===== src/rtl/ps2_rx_frame.sv =====
// PS/2-style serial frame receiver feeding a byte FIFO.
// Optional parity checking: define PS2_RX_PARITY_CHECK_EN.
module ps2_rx_frame #(
    parameter int TIMEOUT = 1000,
    parameter int CNT_W   = 16
) (
    input  logic       pclk,
    input  logic       clear,
    input  logic       en,
    input  logic       kclk,
    input  logic       kdata,
    input  logic       full,
    output logic [7:0] wordOut,
    output logic       write,
    output logic       busy,
    output logic       perr,
    output logic       ferr,
    output logic       ovf
);

    typedef enum logic [1:0] {
        S_IDLE,
        S_DATA,
        S_PARITY,
        S_STOP
    } state_t;

    localparam logic [CNT_W-1:0] LP_TMO    = CNT_W'(TIMEOUT);
    localparam logic [CNT_W-1:0] LP_TMO_M1 = CNT_W'(TIMEOUT - 1);

    state_t           r_state;
    state_t           w_state_n;

    logic             r_kclk_s1;
    logic             r_kclk_s2;
    logic             r_kclk_d;
    logic             r_kdata_s1;
    logic             r_kdata_s2;

    logic [2:0]       r_idx;
    logic [7:0]       r_shift;
    logic [CNT_W-1:0] r_cnt;

    logic [7:0]       r_word;
    logic             r_write;
    logic             r_perr;
    logic             r_ferr;
    logic             r_ovf;

    logic             w_fall;
    logic             w_bit;
    logic             w_timeout;
    logic             w_par_bad;
    logic             w_write_n;
    logic             w_perr_n;
    logic             w_ferr_n;
    logic             w_ovf_n;

    // Edges are ignored entirely while disabled.
    assign w_fall    = en & r_kclk_d & ~r_kclk_s2;
    assign w_bit     = r_kdata_s2;
    assign w_timeout = (r_state != S_IDLE) && !w_fall
                       && (r_cnt == LP_TMO_M1);

`ifdef PS2_RX_PARITY_CHECK_EN
    logic r_par;

    // Odd parity: data bits plus parity bit must XOR to 1.
    assign w_par_bad = ~(^{r_shift, r_par});

    // Capture the parity bit on its serial clock edge.
    always_ff @(posedge pclk or negedge clear) begin
        if (!clear) begin
            r_par <= 1'b0;
        end else if (w_fall && r_state == S_PARITY) begin
            r_par <= w_bit;
        end
    end
`else
    // Parity bit still passes through PARITY but is not judged.
    assign w_par_bad = 1'b0;
`endif

    // Two-flop synchronizers plus a delay flop for edge detection.
    always_ff @(posedge pclk or negedge clear) begin
        if (!clear) begin
            r_kclk_s1  <= 1'b0;
            r_kclk_s2  <= 1'b0;
            r_kclk_d   <= 1'b0;
            r_kdata_s1 <= 1'b0;
            r_kdata_s2 <= 1'b0;
        end else begin
            r_kclk_s1  <= kclk;
            r_kclk_s2  <= r_kclk_s1;
            r_kclk_d   <= r_kclk_s2;
            r_kdata_s1 <= kdata;
            r_kdata_s2 <= r_kdata_s1;
        end
    end

    // State register.
    always_ff @(posedge pclk or negedge clear) begin
        if (!clear) begin
            r_state <= S_IDLE;
        end else begin
            r_state <= w_state_n;
        end
    end

    // Next state and one-cycle result pulses.
    always_comb begin
        w_state_n = r_state;
        w_write_n = 1'b0;
        w_perr_n  = 1'b0;
        w_ferr_n  = 1'b0;
        w_ovf_n   = 1'b0;
        if (!en) begin
            w_state_n = S_IDLE;
        end else if (w_timeout) begin
            w_ferr_n  = 1'b1;
            w_state_n = S_IDLE;
        end else if (w_fall) begin
            case (r_state)
                S_IDLE: begin
                    if (!w_bit) begin
                        w_state_n = S_DATA;
                    end
                end
                S_DATA: begin
                    if (r_idx == 3'd7) begin
                        w_state_n = S_PARITY;
                    end
                end
                S_PARITY: begin
                    w_state_n = S_STOP;
                end
                S_STOP: begin
                    w_state_n = S_IDLE;
                    if (!w_bit) begin
                        w_ferr_n = 1'b1;
                    end else if (w_par_bad) begin
                        w_perr_n = 1'b1;
                    end else if (full) begin
                        w_ovf_n = 1'b1;
                    end else begin
                        w_write_n = 1'b1;
                    end
                end
                default: begin
                    w_state_n = S_IDLE;
                end
            endcase
        end
    end

    // Bit index and shift register, advanced on serial edges.
    always_ff @(posedge pclk or negedge clear) begin
        if (!clear) begin
            r_idx   <= 3'd0;
            r_shift <= 8'h00;
        end else if (w_fall) begin
            if (r_state == S_IDLE) begin
                r_idx <= 3'd0;
            end else if (r_state == S_DATA) begin
                r_shift[r_idx] <= w_bit;
                r_idx          <= r_idx + 3'd1;
            end
        end
    end

    // Inter-edge timeout counter; saturates instead of wrapping.
    always_ff @(posedge pclk or negedge clear) begin
        if (!clear) begin
            r_cnt <= '0;
        end else if (r_state == S_IDLE || w_fall) begin
            r_cnt <= '0;
        end else if (r_cnt != LP_TMO) begin
            r_cnt <= r_cnt + CNT_W'(1);
        end
    end

    // Registered outputs; byte register only moves on a good byte.
    always_ff @(posedge pclk or negedge clear) begin
        if (!clear) begin
            r_word  <= 8'h00;
            r_write <= 1'b0;
            r_perr  <= 1'b0;
            r_ferr  <= 1'b0;
            r_ovf   <= 1'b0;
        end else begin
            r_write <= w_write_n;
            r_perr  <= w_perr_n;
            r_ferr  <= w_ferr_n;
            r_ovf   <= w_ovf_n;
            if (w_write_n) begin
                r_word <= r_shift;
            end
        end
    end

    assign wordOut = r_word;
    assign write   = r_write;
    assign perr    = r_perr;
    assign ferr    = r_ferr;
    assign ovf     = r_ovf;
    assign busy    = (r_state != S_IDLE);

endmodule


===== config.mk =====
export PLATFORM = sky130hd
export DESIGN_NAME = ps2_rx_frame
export DESIGN_NICKNAME = d
export VERILOG_FILES = /design/src/rtl/ps2_rx_frame.sv
export SDC_FILE = /design/constraint.sdc
export NUM_CORES = 1
export LEC_CHECK = 0
export BUFFER_PORTS_ARGS = -buffer_cell sky130_fd_sc_hd__buf_4
export CORE_MARGIN = 4
export CORE_UTILIZATION = 53
export CTS_BUF_LIST = sky130_fd_sc_hd__clkbuf_4 sky130_fd_sc_hd__clkbuf_8 sky130_fd_sc_hd__clkbuf_16
export DETAILED_ROUTE_END_ITERATION = 6
export PLACE_DENSITY = 0.76
export SETUP_SLACK_MARGIN = 0.02
export SLEW_MARGIN = 20
export SYNTH_ARGS = -nofsm -noshare
export SYNTH_HDL_FRONTEND = slang
export SYNTH_SLANG_ARGS = --single-unit

===== constraint.sdc =====
create_clock -name pclk -period 1.45 [get_ports pclk]
set_input_delay 0.0725 -clock pclk [delete_from_list [all_inputs] [get_ports pclk]]
set_output_delay 0.0725 -clock pclk [all_outputs]
set_load 0.01 [all_outputs]

==> results of run 1 <==
-- per-layer routing --
layer / routed length, um / share of wire (%) / up-vias / GRT usage, %
met5: 0 / 0 / - / 0
met3: 255 / 4.7 / 23 / 6.031
met2: 2973 / 55 / 52 / 38.47
met4: 183 / 3.4 / 0 / 9.812
li1: - / - / 783 / -
met1: 1981 / 37 / 880 / 23.01
-- placed cells by master, fill, tap and decap left out, types with 3 or more instances in the layout --
cell / netlist / routed
a21oi_1: 4 / 3
buf_4: 2 / 56
buf_6: 1 / 5
clkbuf_8: 0 / 6
dfrtp_1: 45 / 41
dfrtp_2: 0 / 4
dlygate4sd3_1: 0 / 3
ha_4: 0 / 5
inv_1: 10 / 5
inv_2: 0 / 4
mux2_2: 15 / 15
nand2_1: 9 / 6
nand3_1: 11 / 7
nand3_2: 1 / 4
nand3b_1: 5 / 5
nor2_1: 17 / 14
nor2_2: 0 / 3
nor3_1: 6 / 4
nor3_4: 1 / 3
nor4_2: 2 / 3
o21ai_2: 0 / 3
xnor2_1: 9 / 8
-- sequential cells by signal (all words and copies together), names as in the netlist, 2 cells and up --
name     count
r_cnt       16
r_idx        3
r_shift      8
r_state      2
wordOut      8
-- worst max path at each step --
stage,start,to,slack [ps],depth (start not counted)
after floorplan,r_state[0]$_DFFE_PN0P_,r_shift[6]$_DFFE_PN0P_,-100,6
after global placement,r_state[0]$_DFFE_PN0P_,r_shift[6]$_DFFE_PN0P_,-100,6
after detailed placement,r_state[0]$_DFFE_PN0P_,r_shift[5]$_DFFE_PN0P_,-160,6
after CTS,r_kclk_s2$_DFF_PN0_,wordOut[0]$_DFFE_PN0P_,-140,5
after global routing,r_state[1]$_DFFE_PN0P_,r_shift[6]$_DFFE_PN0P_,-230,6
final,r_state[0]$_DFFE_PN0P_,r_shift[6]$_DFFE_PN0P_,-170,6
-- worst max-delay path, stage by stage, from the launching register on --
cell and delay [ps]:
dfrtp_2 400, buf_4 130, ha_4 170, nand2b_4 90, nor3_4 290, nand3_2 120
mux2_4 310
-- cells by family (layout without fill, tap and decap cells) --
| kind of cell | Yosys count | after routing |
|---|---|---|
| fa+ha+maj | 9 | 9 |
| buf+inv | 15 | 82 |
| xor+xnor | 11 | 11 |
| flops | 45 | 45 |
| simple gates | 71 | 72 |
| mux | 17 | 17 |
| other cells | 1 | 1 |
| compound gates | 17 | 17 |
-- final cells by class --
cell class | count | area [sq um] | area share [%]
clock buffers | 7 | 90.09 | 2.928
clock inverters | 1 | 30.03 | 0.9760
inverters | 10 | 40.04 | 1.301
multi-input cells | 127 | 1219 | 39.61
flip-flops and latches | 45 | 1131 | 36.76
well taps | 48 | 60.06 | 1.952
repair buffers | 64 | 506.7 | 16.47
-- timing repair --
| action | 4_1_cts | 5_1_grt |
|---|---|---|
| buffers inserted | 12 | 3 |
| endpoints found under the setup margin | 27 | 36 |
| pin swaps | 8 | 17 |
| resized for setup | 21 | 41 |
| hold buffers | 3 | 0 |
| hold endpoints to repair | 47 | 0 |
| cloned | 0 | 1 |
-- power groups by stage --
stage	Clock, mW	Combinational, mW	Sequential, mW
after CTS	1.02	0.192	1.28
after detailed placement	0	0.143	1.30
after floorplan	0	0.0566	1.30
after global routing	1.09	0.250	1.28
after global placement	0	0.135	1.30
final	1.00	0.229	1.28
==> results_dict.tcl, run 1 <==
set metrics [dict create \
    combPwrFrac_pct 9.1 \
    min_to "ferr$_DFF_PN0_" \
    htree_levels 2 \
    r2r_start "r_state[0]$_DFFE_PN0P_" \
    globalRouteTotalUtil_pct 21.36 \
    viasPerCell 5.755 \
    clkSinkCount 45 \
    drt-initial-drc-count 106 \
    routedWlPerCell_um 17.86 \
    drv_slew 0 \
    synth-edff-count 0 \
    port-buffer-count 17 \
    async_reset_ff_share_pct 100.0 \
    holdWs_ps 41.53 \
    p_sw_share_pct 22.04 \
    fillers 207 \
    arrival_ps 1820 \
    crit_path_end_kind "register" \
    cts_tree "built" \
    synthMostInstantiatedCell "dfrtp_1" \
    num_vias 1738 \
    clockBufferDepth 2 \
    die_w_um 71.52 \
    synthToLayoutAreaGrowth_pct 43.89 \
    period_share_pct 111.9 \
    synth.avg_cell_area_sq_um 11.50 \
    core_area_sq_um 3771 \
    placed_area_sq_um 2550 \
    finalSetupViolCount 20 \
    hp-class "input pin to register" \
    p_total_mw 2.513 \
    gp_congestion 0.7578 \
    yosys.area_share.adder_pct 5.266 \
    rows 22 \
    switching_power_uw 553.9 \
    dp.final_hpwl_um 3105 \
    timing.rr.end "r_shift[6]$_DFFE_PN0P_" \
    instances_no_fill 302 \
    violations "setup timing" \
    synth.yosys.seq_area_share_pct 52.66 \
    antenna_found_initial 0 \
    first_global_vias 1823 \
    p_int_mw 1.960 \
    preCtsSetupSlack_ps -155.1 \
    first_pass_iters 4 \
    drcViolationCount 0 \
    hold_viol 0 \
    fmax_mhz 616.3 \
    clock_skew_ps 7.833 \
    setup_tns_ps -2035 \
    synthFlopType "dfrtp_1" \
    reg2reg_slack_ps -170 \
    fin_nets 268 \
    worst_slew_pin_slew_ps 561.2 \
    num_antenna_cells 0 \
    synth-xor-area-share_pct 4.506 \
    grt_max_degree 46 \
    synth_area_leaders "dfrtp_1 53%, mux2_2 7.9%, ha_1 5.3%, xnor2_1 3.7%, nor2_1 3.0%" \
    final_cell_area_sq_um 3077 \
    hold_depth 2 \
    grt.overflow.total 0 \
    synth_top_family_by_area "simple AND/OR/NAND/NOR gates" \
    setup_ws_ps -172.5 \
    run_status "complete, but fails checks" \
    start_util_pct 56.70 \
    hp-start "en" \
    finalCriticalPeriod_ps 1622 \
    p_seq_share_pct 50.9 \
    drive_gt1_share_pct 53.54 \
    yosys.area_share.simple_pct 20.01 \
    yosysTopAreaCell "dfrtp_1" \
    post-route-util_pct 81.59 \
    worstPathMaxFanout 5 \
    cap_violations 0 \
    syn_area_sq_um 2138 \
    r2r_cells 6 \
    ir_drop_mv 0.6992 \
    synth-compound-area-share_pct 5.149 \
    yosysTopAreaCellShare_pct 52.66 \
    die_h_um 71.52 \
    rsz0062_at_grt "yes" \
    ys_ff_latch 45 \
    clk_pin_slew_ps 80 \
    startpoint_type "register" \
    relSlewSlack_pct 62.59 \
    clockPowerShare_pct 40.0 \
    dieArea_sq_um 5114 \
    synthDistinctLibCells 42 \
    muxShareOfSynthArea_pct 8.894 \
    cp.required_ps 1640 \
    synth_warnings 0 \
    clk_latency_ps 300 \
    synth.top_cells.by_count "45 x dfrtp_1, 17 x nor2_1, 15 x mux2_2" \
    pin_count 19 \
    ant_nets 0 \
    syn_inst 186 \
    pwr_density_cell_nw_per_um2 816.9 \
    wl_um 5393 \
    syn_nets 201 \
    power_leakage_nw 1.444 \
    crit_type "register to register" \
    numCtsBuffers 5 \
    numPlacedInstances 278 \
    root_buffer "clkbuf_8" \
    grt_pass1_wl_um 8431 \
]
(Power assumes the default switching activity.)
==> run 2, diff against run 1 <==
--- a/config.mk
+++ b/config.mk
@@ -7,10 +7,10 @@
 export LEC_CHECK = 0
 export BUFFER_PORTS_ARGS = -buffer_cell sky130_fd_sc_hd__buf_4
 export CORE_MARGIN = 4
-export CORE_UTILIZATION = 53
-export CTS_BUF_LIST = sky130_fd_sc_hd__clkbuf_4 sky130_fd_sc_hd__clkbuf_8 sky130_fd_sc_hd__clkbuf_16
+export CORE_UTILIZATION = 55
+export CTS_BUF_LIST = sky130_fd_sc_hd__clkbuf_4 sky130_fd_sc_hd__clkbuf_8
 export DETAILED_ROUTE_END_ITERATION = 6
-export PLACE_DENSITY = 0.76
+export PLACE_DENSITY = 0.78
 export SETUP_SLACK_MARGIN = 0.02
 export SLEW_MARGIN = 20
 export SYNTH_ARGS = -nofsm -noshare
==> results_dict.tcl, run 2 (synthesis gave the netlist of run 1 again) <==
set metrics [dict create \
    layout_commonest_cell "buf_4" \
    gp_congestion 0.8757 \
    cp.required_ps 1630 \
    port-buffer-count 17 \
    clock_skew_ps 5.222 \
    cts_tree "built" \
    rsz0062_at_grt "yes" \
    fillers 181 \
    dieArea_sq_um 4949 \
    drv_slew 0 \
    post-route-util_pct 82.32 \
    num_antenna_cells 0 \
    core_area_sq_um 3716 \
    htree_levels 2 \
    clkSinkCount 45 \
    wl_um 5671 \
    r2r_start "r_state[1]$_DFFE_PN0P_" \
    fmax_mhz 617.0 \
    first_pass_iters 4 \
    grt_max_degree 46 \
    grt.overflow.total 0 \
    worstPathMaxFanout 9 \
    num_vias 1754 \
    crit_path_end_kind "register" \
    antenna_found_initial 0 \
    worst_slew_pin_slew_ps 555.3 \
    violations "setup timing" \
    arrival_ps 1800 \
    crit_start "r_state[1]$_DFFE_PN0P_" \
    drt-initial-drc-count 105 \
    largest_reg_flops 16 \
    relSlewSlack_pct 62.98 \
    clockBufferDepth 2 \
    startpoint_type "register" \
    regMostFlops "r_cnt" \
    pwr_density_cell_nw_per_um2 746.7 \
    root_buffer "clkbuf_8" \
    synthToLayoutAreaGrowth_pct 43.07 \
    globalRouteTotalUtil_pct 20.00 \
    multiInputGateArea_sq_um 1222 \
    die_w_um 70.35 \
    fin_nets 269 \
    pin_count 19 \
    drive_gt1_share_pct 50.79 \
    layout.area.seq_sq_um 1127 \
    grt_pass1_wl_um 7872 \
    crit_type "register to register" \
    layout_common_cells "55 x buf_4, 44 x dfrtp_1, 15 x nor2_1, 12 x mux2_2, 8 x xnor2_1" \
    finalCriticalPeriod_ps 1621 \
    holdWs_ps 50.94 \
    hold_viol 0 \
    numPlacedInstances 278 \
    run_status "complete, but fails checks" \
    numCtsBuffers 5 \
    hp-class "input pin to register" \
    ir_drop_mv 0.7152 \
    hp-start "en" \
    drcViolationCount 0 \
    first_global_vias 1722 \
    dp.final_hpwl_um 3025 \
    ant_nets 0 \
    clk_latency_ps 300 \
    finalSetupViolCount 21 \
    setup_ws_ps -170.9 \
    rows 22 \
    instances_no_fill 302 \
    period_share_pct 111.8 \
    clk_pin_slew_ps 70 \
    preCtsSetupSlack_ps -160.2 \
    power_leakage_nw 1.466 \
    start_util_pct 57.54 \
    die_h_um 70.35 \
    viasPerCell 5.808 \
    routedWlPerCell_um 18.78 \
    cap_violations 0 \
]
[run 2: cell types whose count changed in the layout (fill, tap and decap cells not counted), moves of 3 or more]
cell and delta:
mux2_4 +3, ha_1 +3, dfrtp_1 +3, dfrtp_2 -3, mux2_2 -3
[run 2: worst paths after layout]
| path | to | slack [ps] | cells after the start |
|---|---|---|---|
| max in group asynchronous | r_state[0]$_DFFE_PN0P_ | 740 | 2 |
| hold / removal | ferr$_DFF_PN0_ | 50 | 2 |
| hold reg to reg | r_kdata_s2$_DFF_PN0_ | 360 | 0 |
| setup reg to reg | wordOut[4]$_DFFE_PN0P_ | -170 | 6 |
| setup / recovery | wordOut[4]$_DFFE_PN0P_ | -170 | 6 |
| min in group asynchronous | wordOut[4]$_DFFE_PN0P_ | 310 | 2 |
[run 2: per-layer routing]
metal / vias up / GRT usage, % / wire (um)
met1: 887 / 24.04 / 2108
li1: 788 / - / -
met2: 60 / 34.20 / 3106
met3: 19 / 5.612 / 294
met4: 0 / 6.809 / 161
met5: - / 0 / 0
[run 2: stage by stage]
step	total power [mW]	instance area (sq um)	setup TNS [ps]
floorplan	1.360	2157	-301.4
global placement	1.438	2550	-816.0
detailed placement	1.448	2550	-1986
CTS	2.256	2811	-1177
global route	2.373	3059	-4363
finish	2.284	3059	-2073
[run 2: report_power, final]
| part | leakage [nW] | switching (mW) | total, mW | internal (mW) |
|---|---|---|---|---|
| clock network | 0.0477 | 0.390 | 0.787 | 0.397 |
| registers | 0.615 | 0.0133 | 1.28 | 1.27 |
| logic | 0.803 | 0.114 | 0.216 | 0.101 |
[run 2: final cells by class]
cell class / count / area share [%]
Sequential cell: 45 / 36.85
Clock buffer: 7 / 2.945
Multi-Input combinational cell: 127 / 39.96
Tap cell: 48 / 1.963
Timing Repair Buffer: 65 / 17.06
Inverter: 10 / 1.227
[run 2: worst max-delay path: stages, from the launching register on]
cell     delay, ps
dfrtp_1        370
buf_4          130
ha_1           190
nand2_2         90
nor3b_2        200
buf_6          170
mux2_2         350
[run 2: timing repair]
item,CTS,global route
resized for setup,20,39
gates cloned,0,1
hold buffers,3,0
pin swaps,10,14
setup buffers,5,8
setup endpoints to repair,25,37
endpoints found under the hold margin,47,0
